<file path="config.mk">
export PLATFORM = sky130hd
export DESIGN_NAME = msdf_stream_to_bin
export DESIGN_NICKNAME = d
export VERILOG_FILES = /design/src/rtl/msdf_stream_to_bin.sv
export SDC_FILE = /design/constraint.sdc
export NUM_CORES = 1
export LEC_CHECK = 0
export CORE_MARGIN = 2
export CORE_UTILIZATION = 35
export CTS_CLUSTER_SIZE = 14
export DETAILED_ROUTE_END_ITERATION = 10
export REMOVE_ABC_BUFFERS = 1
export SYNTH_ARGS = -nofsm -noshare
export SYNTH_HDL_FRONTEND = slang
export SYNTH_SLANG_ARGS = --single-unit
</file>
<file path="constraint.sdc">
create_clock -name clk -period 5 [get_ports clk]
set_input_delay 1 -clock clk [delete_from_list [all_inputs] [get_ports clk]]
set_output_delay 1 -clock clk [all_outputs]
set_load 0.03 [all_outputs]
</file>
<file path="src/rtl/msdf_stream_to_bin.sv">
// msdf_stream_to_bin: converts an MSDF signed-digit stream into a two's-complement
// Q1.N word using on-the-fly conversion (Q / QM register pair), with an elastic
// valid/ready handshake on both sides. Early-terminated frames are left-aligned
// by padding zero digits before the result is presented.
module msdf_stream_to_bin #(
  parameter int unsigned TARGET_PRECISION = 32'd16,
  parameter int unsigned OUT_WIDTH        = TARGET_PRECISION + 1
) (
  input  logic                 clk,
  input  logic                 rst,
  input  logic [2:0]           dataInArray_0,
  input  logic                 pValidArray_0,
  output logic                 readyArray_0,
  output logic [OUT_WIDTH-1:0] dataOutArray_0,
  output logic                 validArray_0,
  input  logic                 nReadyArray_0
);

  localparam int unsigned CW = $clog2(TARGET_PRECISION + 1);
  localparam logic [CW-1:0] LAST_IDX = CW'(TARGET_PRECISION - 1);

  typedef enum logic [1:0] {
    ACC  = 2'd0,
    PAD  = 2'd1,
    HOLD = 2'd2
  } state_t;

  state_t               state, state_nxt;
  logic [OUT_WIDTH-1:0] q, qm, q_nxt, qm_nxt;
  logic [CW-1:0]        cnt, cnt_nxt;

  // One on-the-fly conversion step; returns {Q', QM'} so QM' = Q' - 1 is kept.
  // Digit 2'b10 = +1, 2'b01 = -1, anything else is zero.
  function automatic logic [2*OUT_WIDTH-1:0] otf_step(
    input logic [OUT_WIDTH-1:0] q_i,
    input logic [OUT_WIDTH-1:0] qm_i,
    input logic [1:0]           d
  );
    logic [2*OUT_WIDTH-1:0] r;
    case (d)
      2'b10:   r = {q_i[OUT_WIDTH-2:0], 1'b1, q_i[OUT_WIDTH-2:0], 1'b0};
      2'b01:   r = {qm_i[OUT_WIDTH-2:0], 1'b1, qm_i[OUT_WIDTH-2:0], 1'b0};
      default: r = {q_i[OUT_WIDTH-2:0], 1'b0, qm_i[OUT_WIDTH-2:0], 1'b1};
    endcase
    return r;
  endfunction

  // Next-state logic: digit accumulation, zero padding and result handoff.
  always_comb begin
    state_nxt = state;
    q_nxt     = q;
    qm_nxt    = qm;
    cnt_nxt   = cnt;
    case (state)
      ACC: begin
        if (pValidArray_0) begin
          {q_nxt, qm_nxt} = otf_step(q, qm, dataInArray_0[1:0]);
          cnt_nxt = cnt + CW'(1);
          // A full frame ends on the N-th digit regardless of the last flag.
          if (cnt == LAST_IDX)       state_nxt = HOLD;
          else if (dataInArray_0[2]) state_nxt = PAD;
        end
      end
      PAD: begin
        {q_nxt, qm_nxt} = otf_step(q, qm, 2'b00);
        cnt_nxt = cnt + CW'(1);
        if (cnt == LAST_IDX) state_nxt = HOLD;
      end
      HOLD: begin
        if (nReadyArray_0) begin
          q_nxt     = '0;
          qm_nxt    = '1;
          cnt_nxt   = '0;
          state_nxt = ACC;
        end
      end
      default: state_nxt = ACC;
    endcase
  end

  // State and conversion registers; reset restarts the frame.
  always_ff @(posedge clk) begin
    if (rst) begin
      state <= ACC;
      q     <= '0;
      qm    <= '1;
      cnt   <= '0;
    end else begin
      state <= state_nxt;
      q     <= q_nxt;
      qm    <= qm_nxt;
      cnt   <= cnt_nxt;
    end
  end

  // Handshake outputs come from registered state only (rst only masks them).
  assign readyArray_0   = (state == ACC) && !rst;
  assign validArray_0   = (state == HOLD) && !rst;
  assign dataOutArray_0 = q;

endmodule

</file>
==> results of run 1 <==
==> worst max path at each step <==
stage	endpoint	slack (ns)	cells past startpoint
6_report	readyArray_0	1.58	4
5_1_grt	readyArray_0	1.51	4
4_1_cts	readyArray_0	1.56	4
3_5_place_dp	readyArray_0	1.58	4
3_3_place_gp	validArray_0	1.58	4
2_1_floorplan	cnt[4]	1.80	4
==> cell usage after synthesis (2+ instances only) <==
library cell	n	area (sq um)
nor2_1	5	18.8
nor2b_1	2	12.5
o21ai_0	2	10.0
and3_1	2	12.5
a221oi_1	14	123
a21oi_1	52	260
nor3_1	2	10.0
nand2b_1	2	12.5
dfxtp_1	40	801
o31ai_1	17	128
buf_2	9	45.0
or3_1	3	18.8
nand3_1	4	20.0
inv_1	10	37.5
ha_1	8	100
a22oi_1	6	45.0
buf_6	5	56.3
a211o_1	16	140
a22oi_2	10	125
clkbuf_1	12	45.0
nand2_1	37	139
==> per-stage QoR <==
step	std cells	hold WS, ns	util	total power [mW]
after floorplan	242	0.426	-	0.513
after global placement	351	0.438	0.399	0.577
after detailed placement	351	0.448	0.399	0.580
after CTS	359	0.457	0.416	0.848
after global routing	359	0.489	0.416	0.887
final	359	0.458	0.416	0.839
==> flip-flops by register name (all words and copies together), names as in the netlist <==
name and cells:
cnt 5, dataOutArray_0 17, state 2, qm 16
==> per-layer routing <==
layer,vias to the layer above,track usage
met5,-,0
met4,0,0.0352
met3,2,0.0295
met2,46,0.248
met1,950,0.208
li1,1023,-
==> power by group through the flow <==
| stage | clock network (mW) | registers (mW) | logic [mW] |
|---|---|---|---|
| floorplan | 0 | 0.390 | 0.123 |
| global placement | 0 | 0.383 | 0.194 |
| detailed placement | 0 | 0.384 | 0.196 |
| CTS | 0.275 | 0.376 | 0.197 |
| global route | 0.289 | 0.382 | 0.217 |
| finish | 0.268 | 0.377 | 0.195 |
==> logic make-up after synthesis <==
logic type	after synthesis	synth area share
adders and majority gates	8	0.0444
DFF	40	0.355
AOI/OAI and AO/OA	122	0.390
buffers and inverters	38	0.0865
and+or+nand+nor	62	0.124
==> worst reg2reg max path, delay by kind of cell, from the launching register on <==
| family | cells | cell delay, ns |
|---|---|---|
| buffers and inverters | 2 | 0.60 |
| AO/OA/AOI/OAI | 2 | 0.36 |
| adder cells (fa/ha/maj) | 1 | 0.27 |
| flip-flops | 1 | 0.37 |
| AND/OR/NAND/NOR | 2 | 0.83 |
==> cell type report <==
class	instances	area [sq um]
Fill cell	638	3660
Multi-Input combinational cell	192	1260
Sequential cell	40	801
Timing Repair Buffer	32	303
Tap cell	77	96.3
Clock buffer	5	68.8
Clock inverter	3	42.5
Inverter	10	37.5
==> flow_metrics.env, run 1 <==
export IMPL_routed_wl_met2_um=2470
export IMPL_ys_warn_count=0
export IMPL_critPathLaunchType="primary input"
export IMPL_placementRows=29
export IMPL_track_usage=0.152
export IMPL_cp_num_buf_inv=3
export IMPL_sw_frac_of_total=0.316
export IMPL_finalHoldViolCount=0
export IMPL_timing_rr_end="dataOutArray_0[8]"
export IMPL_wirelength_um=5230
export IMPL_final_max_slew_viol_count=0
export IMPL_critical_path_peak_fanout=21
export IMPL_r2r_setup_slack_ns=2.49
export IMPL_p_int_mw=0.573
export IMPL_comb_power_share=0.232
export IMPL_cp_data_required_time_ns=4.00
export IMPL_synth_edff_count=0
export IMPL_grt_pass1_wl_um=9050
export IMPL_clock_path_buffers=2
export IMPL_peakVddDrop_mv=0.183
export IMPL_insertion_delay_ns=0.29
export IMPL_hold_path_end="cnt[4]"
export IMPL_num_vias=2021
export IMPL_mostFrequentLayoutCell="a21oi_1"
export IMPL_synth_cell_area_sq_mm=0.00226
export IMPL_fin_worst_skew_ns=0.0101
export IMPL_seq_power_share=0.449
export IMPL_path_cells="clkdlybuf4s50_1 -> buf_4 -> nor2_1 -> clkdlybuf4s50_1"
export IMPL_finalCriticalPeriod_ns=3.42
export IMPL_synth_distinct_cells=33
export IMPL_post_cts_resized=0
export IMPL_ys_flop_type="dfxtp_1"
export IMPL_status="completed"
export IMPL_vias_per_cell=5.63
export IMPL_syn_inst=270
export IMPL_portBuffers=25
export IMPL_clock_root_buffer="clkbuf_8"
export IMPL_clkTransAtPathRegs_ns=0.08
export IMPL_die_area_sq_mm=0.00710
export IMPL_hold_depth=2
export IMPL_cts_sinks=40
export IMPL_first_pass_iters=4
export IMPL_wl_per_cell_um=14.6
export IMPL_drc=0
export IMPL_dr_wl_met3_um=237
export IMPL_crit_family="buffers and inverters"
export IMPL_core_sq_mm=0.00628
export IMPL_startpoint="rst"
export IMPL_pre_cts_slack_ns=1.58
export IMPL_ys_ff_latch=40
export IMPL_power_switching_mw=0.265
export IMPL_layout_nets=296
export IMPL_cp_common_cell="clkdlybuf4s50_1"
export IMPL_cts_hold_buffers=0
export IMPL_syn_avg_cell_area_sq_um=8.36
export IMPL_die_h_um=84.3
export IMPL_antenna_cells=0
export IMPL_setup_ws_ns=1.58
export IMPL_grt_overflow_total=0
export IMPL_max_slew_worst_pin_slew_ns=0.878
export IMPL_async_flop_share=0
export IMPL_place_congestion=0.748
export IMPL_start_util=0.359
export IMPL_final_cell_mix="52 x a21oi_1, 40 x dfxtp_1, 37 x nand2_1, 25 x clkdlybuf4s50_1, 17 x o31ai_1"
export IMPL_setup_tns_ns=0
export IMPL_power_density_mw_per_mm2=321
export IMPL_arrival_ns=2.42
export IMPL_worstSetupEndpointType="primary output"
export IMPL_hpwl_um=3250
export IMPL_design_area_sq_mm=0.00261
export IMPL_antenna_left=0
export IMPL_worstHoldPathType="reg -> reg"
export IMPL_timing_fmax_mhz=292
export IMPL_die_w_um=84.3
export IMPL_place_area_sq_mm=0.00250
export IMPL_cap_violations=0
export IMPL_antenna_found_initial=0
export IMPL_cts_made_buffers=5
export IMPL_slowest_stage="clkdlybuf4s50_1"
export IMPL_drive_above_1_share=0.0957
export IMPL_cp_slowest_stage_delay_ns=0.67
export IMPL_h_tree_depth=2
export IMPL_setup_violations=0
export IMPL_clockPowerShare=0.319
export IMPL_cellLeakagePower_nw=0.884
export IMPL_syn2layout_area_growth_pct=15.9
export IMPL_cts_setup_buffers=0
export IMPL_initialDrtViolationCount=195
export IMPL_ioPinCount=26
export IMPL_wl_met1_um=2510
export IMPL_grt_max_degree=51
export IMPL_r2r_start="state[0]"
export IMPL_period_share=0.685
export IMPL_rsz0062_at_grt="no"
export IMPL_seq_area_frac_synth=0.355
export IMPL_grt_pass1_vias=1847
export IMPL_maxSlewHeadroom=0.414
export IMPL_top_layer="met4"
export IMPL_tritoncts="built"
export IMPL_critical_path_class="in -> out"
export IMPL_holdCritStartpoint="cnt[4]"
export IMPL_reg2reg_depth=7
Power figures use the tool's default switching activity.
==> run 2: changes to the inputs <==
- clock period: 5 -> 3.2 ns (I/O delays scaled with it)
==> run 2 against run 1 <==
Via count is 3.5% higher. Critical path depth up 3. Sequential share of layout area up 0.40 points. Sequential cell count unchanged. Utilization shrank 0.54 points. Cell area decreased by 1.3%. Global-route usage up 0.31 points. Count of clock-buffer cells in the layout grew 1. Clock power is 20% higher. Largest cell class unchanged.
==> flow_metrics.env, run 2 (synthesized netlist as in run 1, its figures left out) <==
export IMPL_insertion_delay_ns=0.29
export IMPL_hold_path_end="dataOutArray_0[16]"
export IMPL_final_cell_mix="52 x a21oi_1, 40 x dfxtp_1, 37 x nand2_1, 23 x clkdlybuf4s50_1, 17 x o31ai_1"
export IMPL_hpwl_um=3180
export IMPL_reg2reg_depth=6
export IMPL_hold_depth=2
export IMPL_mostFrequentLayoutCell="a21oi_1"
export IMPL_wirelength_um=5380
export IMPL_ioPinCount=26
export IMPL_cellLeakagePower_nw=0.873
export IMPL_path_depth=7
export IMPL_largest_reg_flops=17
export IMPL_timing_fmax_mhz=391
export IMPL_antenna_left=0
export IMPL_finalCriticalPeriod_ns=2.56
export IMPL_comb_power_share=0.252
export IMPL_clock_path_buffers=2
export IMPL_die_h_um=84.3
export IMPL_first_pass_iters=4
export IMPL_status="completed"
export IMPL_tritoncts="built"
export IMPL_finalHoldViolCount=0
export IMPL_place_congestion=0.718
export IMPL_vias_per_cell=5.86
export IMPL_final_max_slew_viol_count=0
export IMPL_cts_setup_buffers=0
export IMPL_clock_root_buffer="clkbuf_8"
export IMPL_cts_hold_buffers=0
export IMPL_cp_num_buf_inv=2
export IMPL_period_share=0.799
export IMPL_peakVddDrop_mv=0.199
export IMPL_power_density_mw_per_mm2=472
export IMPL_grt_max_degree=49
export IMPL_core_sq_mm=0.00628
export IMPL_antenna_found_initial=0
export IMPL_arrival_ns=2.78
export IMPL_cts_sinks=40
export IMPL_h_tree_depth=2
export IMPL_start_util=0.359
export IMPL_r2r_setup_slack_ns=1.14
export IMPL_sw_frac_of_total=0.332
export IMPL_maxSlewHeadroom=0.446
export IMPL_worstHoldPathType="reg -> reg"
export IMPL_grt_pass1_vias=1896
export IMPL_post_cts_resized=0
export IMPL_crit_family="simple AND/OR/NAND/NOR gates"
export IMPL_portBuffers=25
export IMPL_wl_per_cell_um=15.1
export IMPL_path_cells="clkdlybuf4s50_1 -> inv_1 -> ha_1 -> or3_1 -> a22oi_1 -> a211o_1 -> a21oi_1"
export IMPL_slowest_stage="or3_1"
export IMPL_grt_overflow_total=0
export IMPL_die_area_sq_mm=0.00710
export IMPL_critPathLaunchType="primary input"
export IMPL_critical_path_peak_fanout=16
export IMPL_max_slew_worst_pin_slew_ns=0.831
export IMPL_initialDrtViolationCount=138
export IMPL_worstSetupEndpointType="flip-flop"
export IMPL_r2r_start="state[0]"
export IMPL_setup_tns_ns=0
export IMPL_cap_violations=0
export IMPL_rsz0062_at_grt="no"
export IMPL_num_vias=2092
export IMPL_grtUsageMet2=0.253
export IMPL_use_met1=0.200
export IMPL_power_switching_mw=0.404
export IMPL_antenna_cells=0
export IMPL_layout_nets=295
export IMPL_p_int_mw=0.814
export IMPL_clkTransAtPathRegs_ns=0.07
export IMPL_die_w_um=84.3
export IMPL_cp_slowest_stage_delay_ns=0.68
export IMPL_syn2layout_area_growth_pct=14.4
export IMPL_seq_power_share=0.484
export IMPL_drive_above_1_share=0.0929
export IMPL_clockPowerShare=0.264
export IMPL_timing_hold_ws_ns=0.456
export IMPL_fin_worst_skew_ns=0.00370
export IMPL_drc=0
export IMPL_placementRows=29
export IMPL_critical_path_class="in -> reg"
export IMPL_grt_busiest_layer="met2"
export IMPL_timing_rr_end="dataOutArray_0[1]"
export IMPL_holdCritStartpoint="dataOutArray_0[16]"
export IMPL_cp_data_required_time_ns=3.42
export IMPL_grt_pass1_wl_um=9140
export IMPL_track_usage=0.155
export IMPL_setup_violations=0
export IMPL_gr_usage_met3=0.0374
export IMPL_cts_made_buffers=5
==> run 2: cell types whose count changed in the layout (fill, tap and decap cells not counted) <==
| cell | delta |
|---|---|
| clkinvlp_4 | -1 |
| clkdlybuf4s50_1 | -2 |
| clkbuf_1 | +1 |
| buf_12 | +1 |
| bufinv_16 | -1 |
==> run 2: worst register-to-register path, cell delays in order, from the launching register on <==
cell	delay, ns
dfxtp_1	0.36
inv_1	0.08
ha_1	0.30
or3_1	0.66
a22oi_1	0.16
a211o_1	0.32
a21oi_1	0.12
==> run 2: layer usage <==
layer	share of wire	vias up	wire (um)
li1	-	1026	-
met1	0.49	1028	2630
met2	0.47	33	2550
met3	0.029	5	156
met4	0.0085	0	46
met5	0	-	0
==> run 2: worst max path at each step <==
stage / startpoint / to / slack (ns)
2_1_floorplan: pValidArray_0 / cnt[4] / 0.36
6_report: dataInArray_0[0] / dataOutArray_0[1] / 0.64
5_1_grt: dataInArray_0[0] / dataOutArray_0[15] / 0.52
3_5_place_dp: dataInArray_0[0] / dataOutArray_0[1] / 0.35
4_1_cts: dataInArray_0[0] / dataOutArray_0[1] / 0.66
3_3_place_gp: dataInArray_0[0] / dataOutArray_0[4] / 0.42
==> run 2: power by group through the flow <==
stage          sequential (mW)  combinational, mW  clock, mW
6_report                 0.589              0.308      0.322
5_1_grt                  0.597              0.338      0.356
4_1_cts                  0.588              0.308      0.335
3_5_place_dp             0.600              0.307          0
3_3_place_gp             0.599              0.305          0
2_1_floorplan            0.609              0.192          0
==> run 2: layout make-up <==
cell class / count / area [sq um]
tap: 77 / 96.3
timing repair buffer: 31 / 303
multi-input combinational: 192 / 1260
fill: 660 / 3700
clock inverter: 1 / 5.00
clock buffer: 6 / 72.6
inverter: 10 / 37.5
sequential: 40 / 801
==> run 2: metrics by stage <==
step	utilization	instances	power (mW)	worst slack [ns]	instance area (sq um)
CTS	0.411	357	1.23	0.659	2580
floorplan	-	242	0.802	0.362	2100
finish	0.411	357	1.22	0.644	2580
detailed placement	0.399	350	0.907	0.353	2500
global route	0.411	357	1.29	0.519	2580
global placement	0.399	350	0.903	0.420	2500
==> run 3: changes to the inputs <==
- clock period: 3.2 -> 2.25 ns (I/O delays scaled with it)
==> run 3 against run 2 <==
Sequential cell count unchanged. Clock power up 53%. Routed wire length down 1.2%. Register-to-register slack worse by 0.70 ns. Largest cell class unchanged. Critical path depth up 1. Via count down 2.0%. Hold slack about the same. Combinational power up 49%. Sequential power up 42%.
==> flow_metrics.env, run 3 (synthesized netlist as in run 1, its figures left out) <==
export IMPL_grt_pass1_wl_um=9140
export IMPL_final_max_slew_viol_count=0
export IMPL_design_area_sq_mm=0.00267
export IMPL_cap_violations=0
export IMPL_portBuffers=25
export IMPL_mostFrequentLayoutCell="a21oi_1"
export IMPL_seq_power_share=0.469
export IMPL_setup_violations=0
export IMPL_die_area_sq_mm=0.00710
export IMPL_fillers=651
export IMPL_hpwl_um=3450
export IMPL_cp_data_required_time_ns=2.41
export IMPL_initialDrtViolationCount=111
export IMPL_wirelength_um=5320
export IMPL_antenna_found_initial=0
export IMPL_drive_above_1_share=0.130
export IMPL_ioPinCount=26
export IMPL_die_w_um=84.3
export IMPL_antenna_left=0
export IMPL_maxSlewHeadroom=0.750
export IMPL_largest_reg_flops=17
export IMPL_grt_max_degree=35
export IMPL_place_area_sq_mm=0.00258
export IMPL_clkTransAtPathRegs_ns=0.07
export IMPL_arrival_ns=2.21
export IMPL_power_switching_mw=0.570
export IMPL_track_usage=0.153
export IMPL_power_total_mw=1.79
export IMPL_setup_ws_ns=0.203
export IMPL_status="completed"
export IMPL_place_congestion=0.770
export IMPL_r2r_start="state[0]"
export IMPL_clock_path_buffers=2
export IMPL_cts_hold_buffers=0
export IMPL_timing_fmax_mhz=488
export IMPL_syn2layout_area_growth_pct=18.4
export IMPL_sw_frac_of_total=0.319
export IMPL_critical_path_peak_fanout=8
export IMPL_comb_power_share=0.256
export IMPL_rsz0062_at_grt="no"
export IMPL_layout_nets=307
export IMPL_critical_path_class="in -> reg"
export IMPL_die_h_um=84.3
export IMPL_worstHoldPathType="reg -> reg"
export IMPL_p_int_mw=1.22
export IMPL_holdCritStartpoint="dataOutArray_0[16]"
export IMPL_setup_tns_ns=0
export IMPL_final_cell_mix="52 x a21oi_1, 40 x dfxtp_1, 37 x nand2_1, 23 x clkdlybuf4s50_1, 20 x buf_4"
export IMPL_placementRows=29
export IMPL_first_pass_iters=5
export IMPL_insertion_delay_ns=0.28
export IMPL_start_util=0.359
export IMPL_wl_per_cell_um=14.4
export IMPL_post_cts_resized=0
export IMPL_max_slew_worst_pin_slew_ns=0.376
export IMPL_final_cells=370
export IMPL_tritoncts="built"
export IMPL_num_vias=2050
export IMPL_antenna_cells=0
export IMPL_period_share=0.910
export IMPL_cts_sinks=40
export IMPL_h_tree_depth=2
export IMPL_final_util=0.425
export IMPL_grt_pass1_vias=1940
export IMPL_peakVddDrop_mv=0.370
export IMPL_place_inst=362
export IMPL_finalHoldViolCount=0
export IMPL_clock_root_buffer="clkbuf_8"
export IMPL_cts_setup_buffers=0
export IMPL_timing_hold_ws_ns=0.456
export IMPL_clockPowerShare=0.275
export IMPL_finalCriticalPeriod_ns=2.05
export IMPL_worstSetupEndpointType="flip-flop"
export IMPL_vias_per_cell=5.54
export IMPL_core_sq_mm=0.00628
export IMPL_startpoint="dataInArray_0[0]"
export IMPL_drc=0
export IMPL_pre_cts_slack_ns=-0.0981
export IMPL_cts_made_buffers=5
export IMPL_grt_overflow_total=0
export IMPL_fin_worst_skew_ns=0.00189
export IMPL_critPathLaunchType="primary input"
export IMPL_power_density_mw_per_mm2=669
export IMPL_cellLeakagePower_nw=0.931
==> run 3: cell count changes in the layout (fill, tap and decap cells not counted), sizes merged <==
cell    delta
buf       +12
clkinv     -1
clkbuf     +2
==> run 3: area by class of cell <==
class / instances / area (sq um) / area share
clock buffers: 8 / 90.1 / 0.0337
inverters: 10 / 37.5 / 0.0141
multi-input cells: 192 / 1260 / 0.474
flip-flops and latches: 40 / 801 / 0.300
well taps: 77 / 96.3 / 0.0361
repair buffers: 43 / 380 / 0.142
==> run 3: critical path: stages <==
cell,delay [ns]
clkdlybuf4s50_1,0.48
inv_1,0.05
ha_1,0.32
or3_1,0.38
buf_4,0.19
a22oi_1,0.16
a211o_1,0.13
a21oi_1,0.05
==> run 3: path summary, 6_finish.rpt <==
kind                        endpoint  slack (ns)  depth (start not counted)
setup / recovery  dataOutArray_0[15]        0.20                          8
setup reg to reg  dataOutArray_0[11]        0.44                          7
hold / removal    dataOutArray_0[16]        0.46                          2
hold reg to reg   dataOutArray_0[16]        0.46                          2
==> run 3: layer usage <==
| layer | GRT usage | part of all wire |
|---|---|---|
| met5 | 0 | 0 |
| met3 | 0.0275 | 0.037 |
| met2 | 0.249 | 0.47 |
| met1 | 0.210 | 0.49 |
| met4 | 0.0411 | 0.0075 |
==> run 3: power by group through the flow <==
stage,sequential [mW],clock (mW),combinational [mW]
after global placement,0.852,0,0.455
final,0.837,0.492,0.458
after floorplan,0.867,0,0.273
after CTS,0.836,0.514,0.461
after detailed placement,0.853,0,0.458
after global routing,0.847,0.543,0.506
